**src/rtl/biquad_decim.sv**
```systemverilog
// biquad_decim: boxcar decimator with an output FIFO for the bi-quad section.
//
// Averages each group of 2^DECIM_LOG2 accepted samples. The result goes into
// a 2^FIFO_LOG2 deep FIFO that drains over a valid/ready handshake.
//
// Ports:
//   clk        rising-edge clock
//   nreset     asynchronous active-low reset
//   din        signed filtered sample
//   din_valid  din is valid this cycle
//   clear      synchronous flush of accumulator, phase, FIFO and overflow flag
//   out_data   decimated sample at the FIFO head
//   out_valid  FIFO not empty
//   out_ready  consumer accepts out_data when out_valid && out_ready
//   level      FIFO occupancy, 0..2^FIFO_LOG2
//   overflow   sticky; a result was dropped because the FIFO was full
//
// Optional feature:
//   BIQUAD_DECIM_ROUND_EN  defined   -> round half up before the shift
//                          undefined -> floor truncation
module biquad_decim #(
    parameter int DATAWIDTH  = 16,
    parameter int DECIM_LOG2 = 2,
    parameter int FIFO_LOG2  = 2
) (
    input  logic                 clk,
    input  logic                 nreset,
    input  logic [DATAWIDTH-1:0] din,
    input  logic                 din_valid,
    input  logic                 clear,
    output logic [DATAWIDTH-1:0] out_data,
    output logic                 out_valid,
    input  logic                 out_ready,
    output logic [FIFO_LOG2:0]   level,
    output logic                 overflow
);

    localparam int AW    = DATAWIDTH + DECIM_LOG2;
    // A zero-width phase counter is not legal, so keep at least one bit.
    // With DECIM_LOG2 = 0 it simply stays at 0.
    localparam int PW    = (DECIM_LOG2 > 0) ? DECIM_LOG2 : 1;
    localparam int DEPTH = 1 << FIFO_LOG2;
    localparam logic [PW-1:0] PHASE_LAST = PW'((1 << DECIM_LOG2) - 1);

    logic signed [AW-1:0]    acc;
    logic signed [AW-1:0]    din_ext;
    logic signed [AW-1:0]    sum;
    logic [PW-1:0]           phase;
    logic [DATAWIDTH-1:0]    result;

    logic [DATAWIDTH-1:0]    mem [DEPTH];
    logic [FIFO_LOG2:0]      wptr;
    logic [FIFO_LOG2:0]      rptr;
    logic                    full;
    logic                    push_req;
    logic                    push_ok;
    logic                    pop;

    assign din_ext = AW'($signed(din));
    assign sum     = acc + din_ext;

`ifdef BIQUAD_DECIM_ROUND_EN
    // Adding half an LSB of the output before the shift gives round half up.
    // It cannot overflow AW: the sum of M samples is at most M*(2^(W-1)-1).
    localparam logic signed [AW-1:0] RND = AW'((1 << DECIM_LOG2) / 2);
    logic signed [AW-1:0] rsum;
    logic                 unused_rsum_bits;
    assign rsum             = sum + RND;
    assign result           = rsum[AW-1:DECIM_LOG2];
    assign unused_rsum_bits = ^rsum;
`else
    // Dropping the low DECIM_LOG2 bits is an arithmetic shift with floor.
    assign result = sum[AW-1:DECIM_LOG2];
`endif

    // The pointers carry an extra wrap bit. Full means the same slot on a
    // different lap.
    assign full      = (wptr[FIFO_LOG2] != rptr[FIFO_LOG2]) &&
                       (wptr[FIFO_LOG2-1:0] == rptr[FIFO_LOG2-1:0]);
    assign out_valid = (wptr != rptr);
    assign level     = wptr - rptr;
    assign out_data  = mem[rptr[FIFO_LOG2-1:0]];
    assign pop       = out_valid && out_ready;
    assign push_req  = din_valid && (phase == PHASE_LAST);
    // A push into a full FIFO still succeeds when the head is popped on the
    // same edge. The popped slot is the one being overwritten.
    assign push_ok   = push_req && (!full || pop);

    always_ff @(posedge clk or negedge nreset) begin
        if (!nreset) begin
            acc   <= '0;
            phase <= '0;
        end else if (clear) begin
            acc   <= '0;
            phase <= '0;
        end else if (din_valid) begin
            // The group wraps even when its result is dropped.
            // This keeps the group alignment.
            if (phase == PHASE_LAST) begin
                acc   <= '0;
                phase <= '0;
            end else begin
                acc   <= sum;
                phase <= phase + PW'(1);
            end
        end
    end

    always_ff @(posedge clk or negedge nreset) begin
        if (!nreset) begin
            for (int i = 0; i < DEPTH; i++) begin
                mem[i] <= '0;
            end
            wptr     <= '0;
            rptr     <= '0;
            overflow <= 1'b0;
        end else if (clear) begin
            wptr     <= '0;
            rptr     <= '0;
            overflow <= 1'b0;
        end else begin
            if (push_ok) begin
                mem[wptr[FIFO_LOG2-1:0]] <= result;
                wptr <= wptr + 1'b1;
            end
            if (push_req && !push_ok) begin
                overflow <= 1'b1;
            end
            if (pop) begin
                rptr <= rptr + 1'b1;
            end
        end
    end

endmodule

```
**config.mk**
```make
export PLATFORM = sky130hd
export DESIGN_NAME = biquad_decim
export DESIGN_NICKNAME = d
export VERILOG_FILES = /design/src/rtl/biquad_decim.sv
export SDC_FILE = /design/constraint.sdc
export NUM_CORES = 1
export LEC_CHECK = 0
export ABC_AREA = 1
export BUFFER_PORTS_ARGS = -buffer_cell sky130_fd_sc_hd__buf_2
export CAP_MARGIN = 0
export CORE_MARGIN = 3
export CORE_UTILIZATION = 60
export DETAILED_ROUTE_END_ITERATION = 6
export GPL_TIMING_DRIVEN = 0
export PLACE_DENSITY_LB_ADDON = 0.25
export SKIP_LAST_GASP = 1
export SYNTH_ARGS = -nofsm -noshare
export SYNTH_HDL_FRONTEND = slang
export SYNTH_SLANG_ARGS = --single-unit
```
**constraint.sdc**
```tcl
create_clock -name clk -period 2.1 [get_ports clk]
set_input_delay 0.105 -clock clk [delete_from_list [all_inputs] [get_ports clk]]
set_output_delay 0.105 -clock clk [all_outputs]
set_load 0.1 [all_outputs]
```
---- After elaboration in Yosys (flattened, before gate mapping) ----
Cells that the tools add are included.
cells by class
  add/subtract/negate cells ............... 5
  magnitude comparators ................... 3
  equal/unequal tests ..................... 4
  mux-type cells .......................... 18
  bitwise gates (word level) .............. 3
  reduce and logical (&&, ||, !) cells .... 14
operator list
  operator             number
  $bwmux 64            1
  $mux 18              3
  $mux 16              3
  $bmux 16 s2          1
  $demux 16 s2         1
  $add 18x16->18       1
  $mux 3               4
  $reduce_bool 2->1    4
  $add 3x1->3 const B  2
  $ge 3x3->1 const B   2
  $logic_and 1x1->1    6
  $mux 2               3
  $not 2->3            2
  $lt 3x1->1 const B   1
  $ne 3x3->1           1
  $sub 3x3->3          1
  $add 2x1->2 const B  1
  $eq 2x2->1           1
  $eq 2x2->1 const B   1
  $logic_not 1->1      2
  $mux 1               2
  $reduce_and 2->1     1
  $logic_or 1x1->1     1
  $ne 1x1->1           1
  $not 1->1            1
word-level totals
  register bits after elaboration ......... 91
  bits of input ports ..................... 21
  word-level logic and storage cells ...... 56

---- Longest topological paths before layout ----
  depth after elaboration ................. 9
  gate-level depth with buffers ........... 12
  depth with buffers taken out ............ 12

---- Worst setup path before layout ----
No wires, ideal clock.
  path type ............................... register -> register
  from .................................... reg rptr[1]
  to ...................................... reg rptr[2]
  setup time .............................. 123 ps
  data arrival time ....................... 2,728 ps
  required time ........................... 1,977 ps
  slack ................................... -751 ps
  cell stages (with the launch flop) ...... 9
  path buffers ............................ 1
  period minus slack after synthesis ...... 2,851 ps
  cells stage by stage .................... dfrtp_1 inv_1 clkbuf_1 ha_1 nand4_1 nand2_1 o21ai_0 nand2_1 nor2_1
between the ends
  longest elaborated chain between the ends .. 3
ends and longest elaborated chain
  element                             line  text
  from (decl)                         53    logic [FIFO_LOG2:0] rptr;
  from (signal assigned)              130   rptr <= rptr + 1'b1;
  $ne 3x3->1                          80    assign out_valid = (wptr != rptr);
  named net out_valid                 32    output logic out_valid,
  $logic_and 1x1->1                   83    assign pop = out_valid && out_ready;
  $reduce_bool 2->1 (no source line)  n/a
The timed path passes the listed nets, and every way through them passes these cells. The select of a mux whose other input is x is not followed.
A chain may end at the register's enable or synchronous reset.

---- Worst setup path after layout ----
  from .................................... reg acc[0]
  to ...................................... reg mem[44] (netlist bit)
between the ends
  longest elaborated chain between the ends .. 2
ends and longest elaborated chain
  element                          line  text
  from (decl)                      45    logic signed [AW-1:0] acc;
  from (signal assigned)           103   acc <= sum;
  $add 18x16->18                   60    assign sum = acc + din_ext;
  $bwmux 64                        123   mem[wptr[FIFO_LOG2-1:0]] <= result;
  to (signal, indexed assignment)  123
  to (decl)                        51    logic [DATAWIDTH-1:0] mem [DEPTH];
Every way passes these cells.

==> summary.md <==
| Metric | Value |
|---|---|
| Status | `finished, final reports clean` |
| Synthesized area | `5172 µm²` |
| Slew Viols, Final | `0` |
| Layout Nets | `~750` |
| Most common cell in the netlist | `nand2_1` |
| Cell area after layout | `slightly above 6000 µm²` |
| Final Hold Fails | `0` |
| Total power | `about 0.0058 W` |
| Die span in x | `around 99 µm` |
| CP Cell Sequence | `ha_4 -> fa_2 -> nand3_2 -> nand2_2 -> nand2_2 -> nand2_4 -> nand3_2 -> nand3b_1 -> nand3_1 -> nand2_1` |
| Final setup fails | `0` |
| Synth area leaders | `dfrtp_1 (44%), nand2_1 (14%), ha_1 (6.0%)` |
| Max Freq | `0.4924 GHz` |
| Max clock buf depth | `2` |
| Final Wtd Congestion | `0.9167` |
| Cell variety after synth | `37` |
| Min-Delay Path Class | `in2reg` |
| Die area | `9771 µm²` |
| Later-pin clock latency in the skew report | `around 0.37 ns` |
| Crit path kind | `reg2reg` |
| PwrDens | `959.3 nW/µm²` |
| Drt wl/cell | `16.56 µm` |
| CTS root buf | `clkbuf_8` |
| DR iter-0 viols | `405` |
| Tmin final | `2.031 ns` |
| Total CTS buffers | `9` |
| Syn nets | `694` |
| Post-synth EDFFs | `0` |
| Place WS | `-0.04914 ns` |
| Placed Area | `5673 µm²` |
| Routed vias/inst | `5.752` |
| Worst Path Arrival | `2.30 ns` |
| Residual DRC | `0` |
| Final WL | `approximately 14,000 µm` |
| CP Launch Type | `flip-flop` |
| Adder-cell share of the synthesized area | `roughly 7%` |
| Largest net degree at the start of global routing | `59` |
| TritonCTS sink count | `between 90 and 100` |
| Worst Clk Skew | `0.008991 ns` |
| Antenna diode instance count | `0` |
| Top cell type's share of synthesized area | `between 40% and 50%` |
| Avg Inst Size Synth | `around 8.0 µm²` |
| Mux share of post-synthesis cell area | `0%` |
| Compound-cell area share of the yosys netlist | `roughly an eighth` |
| Placed cells | `793` |
| Initial Util | `62.32%` |
| Peak VDD IR | `0.6462 mV` |
| FF+latch count, synth | `91` |
| Max-cap violations | `0` |
| Top Ports | `42` |
| Row count | `33` |
| Yosys top cell by area | `dfrtp_1` |
| LEAKAGE | `around 3.2 nW` |
| Port bufs | `41` |
| Data required, critical path | `2.37 ns` |
| Share of layout cells above drive strength 1 | `between 20% and 30%` |
| Final period util | `between 90% and 100%` |
| Initial antenna violation count | `0` |
| Share of the yosys chip area belonging to registers | `approximately 44%` |
| Gr ovfl total | `0` |
| Async S/R FF share, synth | `100.0%` |
| Max incr delay on CP | `0.42 ns` |
| Hold path depth | `3` |
| Final worst slack | `0.06917 ns` |
| DP HPWL | `9413 µm` |
| Via count | `4,694` |
| Main combinational cell family by area after synthesis | `simple AND/OR/NAND/NOR gates` |
| Synth warnings | `0` |
| Reg2reg path depth | `10` |
| Simple-gate area share of the yosys netlist | `28.86%` |
| Synth top cells by count | `nand2_1 (196), dfrtp_1 (91), nand3_1 (58), o21ai_0 (53), nor2_1 (49)` |
| Die height | `98.85 µm` |
| Crit path max fanout | `5` |
| Post-route ant nets | `0` |
| First-pass GRT wire length | `22,250 µm` |
| Layout area overhead | `17.10%` |
| GRT Resource Usage Total | `28.60%` |
| Core Area | `8299 µm²` |
| Depth of the CTS H-tree | `3` |
| First-pass DRT Iterations | `5` |
| Worst-path clk slew | `around 0.090 ns` |
| Relative slew slack | `61.37%` |
| Worst-margin pin slew | `0.5795 ns` |
| Post-synthesis xor/xnor area fraction | `1.669%` |
| Cell at the slowest stage of the critical path | `dfrtp_1` |
| Post-route non-filler standard cell count | `a little over 800` |
| Ys flop type | `dfrtp_1` |
| Crit end category | `flip-flop` |
| Instance count of the mapped netlist | `646` |
| Vias in the first global route | `4,621` |
| CTS tree | `yes` |
[kinds of logic (layout without fill, tap and decap cells)]
group / count (synthesis) / after routing
AO/OA/AOI/OAI: 111 / 111
XOR/XNOR: 9 / 9
adder cells (fa/ha/maj): 27 / 27
buffers and inverters: 71 / 136
flip-flops: 91 / 91
AND/OR/NAND/NOR: 337 / 337
[per-layer routing]
layer	up-vias	track usage, %	share of wire [%]
met5	-	0	0
met4	0	8.508	1.3
met3	25	5.945	7.4
met2	183	46.75	49
met1	2249	38.59	43
li1	2237	-	-
[repair_timing]
item	CTS	global route
endpoints found under the setup margin	32	42
gates resized for setup	33	16
hold buffers	2	0
pin swaps	2	4
endpoints found under the hold margin	35	0
setup buffers	0	5
[sequential cells by signal, indices dropped and copies added, names as in the netlist]
name,count
mem,64
overflow,1
phase,2
rptr,3
acc,18
wptr,3
[stage by stage]
stage | hold slack [ns] | setup TNS (ns) | utilization (%)
after global placement | 0.3621 | -0.05213 | 67.99
after global routing | 0.06082 | -0.01408 | 72.98
after floorplan | -0.1906 | -1.463 | -
after CTS | 0.04777 | 0 | 71.91
final | 0.05002 | 0 | 72.98
after detailed placement | 0.08711 | -0.1526 | 68.36
[power by group]
group	switching (W)	internal, W	leakage [nW]
logic	0.00194	0.000672	1.89
clock network	0.000657	0.000550	0.0885
registers	0.000100	0.00189	1.25
[area by class of cell]
class                   instances  area (µm²)
multi-input cells             484        2726
flip-flops and latches         91        2280
fillers                       648        2242
repair buffers                 49       360.3
inverters                      49       186.4
plain buffers                  22       178.9
well taps                     105       131.4
clock buffers                  10       127.6
clock inverters                 6       66.31
[worst paths after layout]
path	slack [ns]	startpoint	to
worst max-delay path	0.07	acc[0]	mem[44]
worst min-delay path	0.05	din_valid	phase[1]
worst max register to register	0.07	acc[0]	mem[44]
worst min register to register	0.48	mem[47]	mem[47]
max in group asynchronous	1.22	nreset	rptr[0]
min in group asynchronous	0.22	nreset	phase[0]
[cell usage in the layout (no fill, tap or decap), types with 3 or more instances in the layout]
cell and count:
buf_6 9, xor2_1 4, nor2_2 3, clkbuf_8 10
a21oi_2 3, buf_2 23, nor2_1 49, o21ai_1 14
inv_2 7, nor2_4 3, ha_1 23, dfrtp_1 89
inv_1 41, buf_4 27, a21oi_1 15, clkbuf_2 4
clkinvlp_4 3, o21ai_2 6, o21ai_0 52, nand3_2 8
o22ai_2 16, nand3_1 56, nand2_1 191, nand2_2 15
[worst max-delay path, delay by kind of cell, from the launching register on]
kind	cells	cell delay, ns
adders and majority gates	2	0.60
DFF	1	0.42
and+or+nand+nor	8	0.91
No activity file was read; power rests on OpenSTA's default activity.
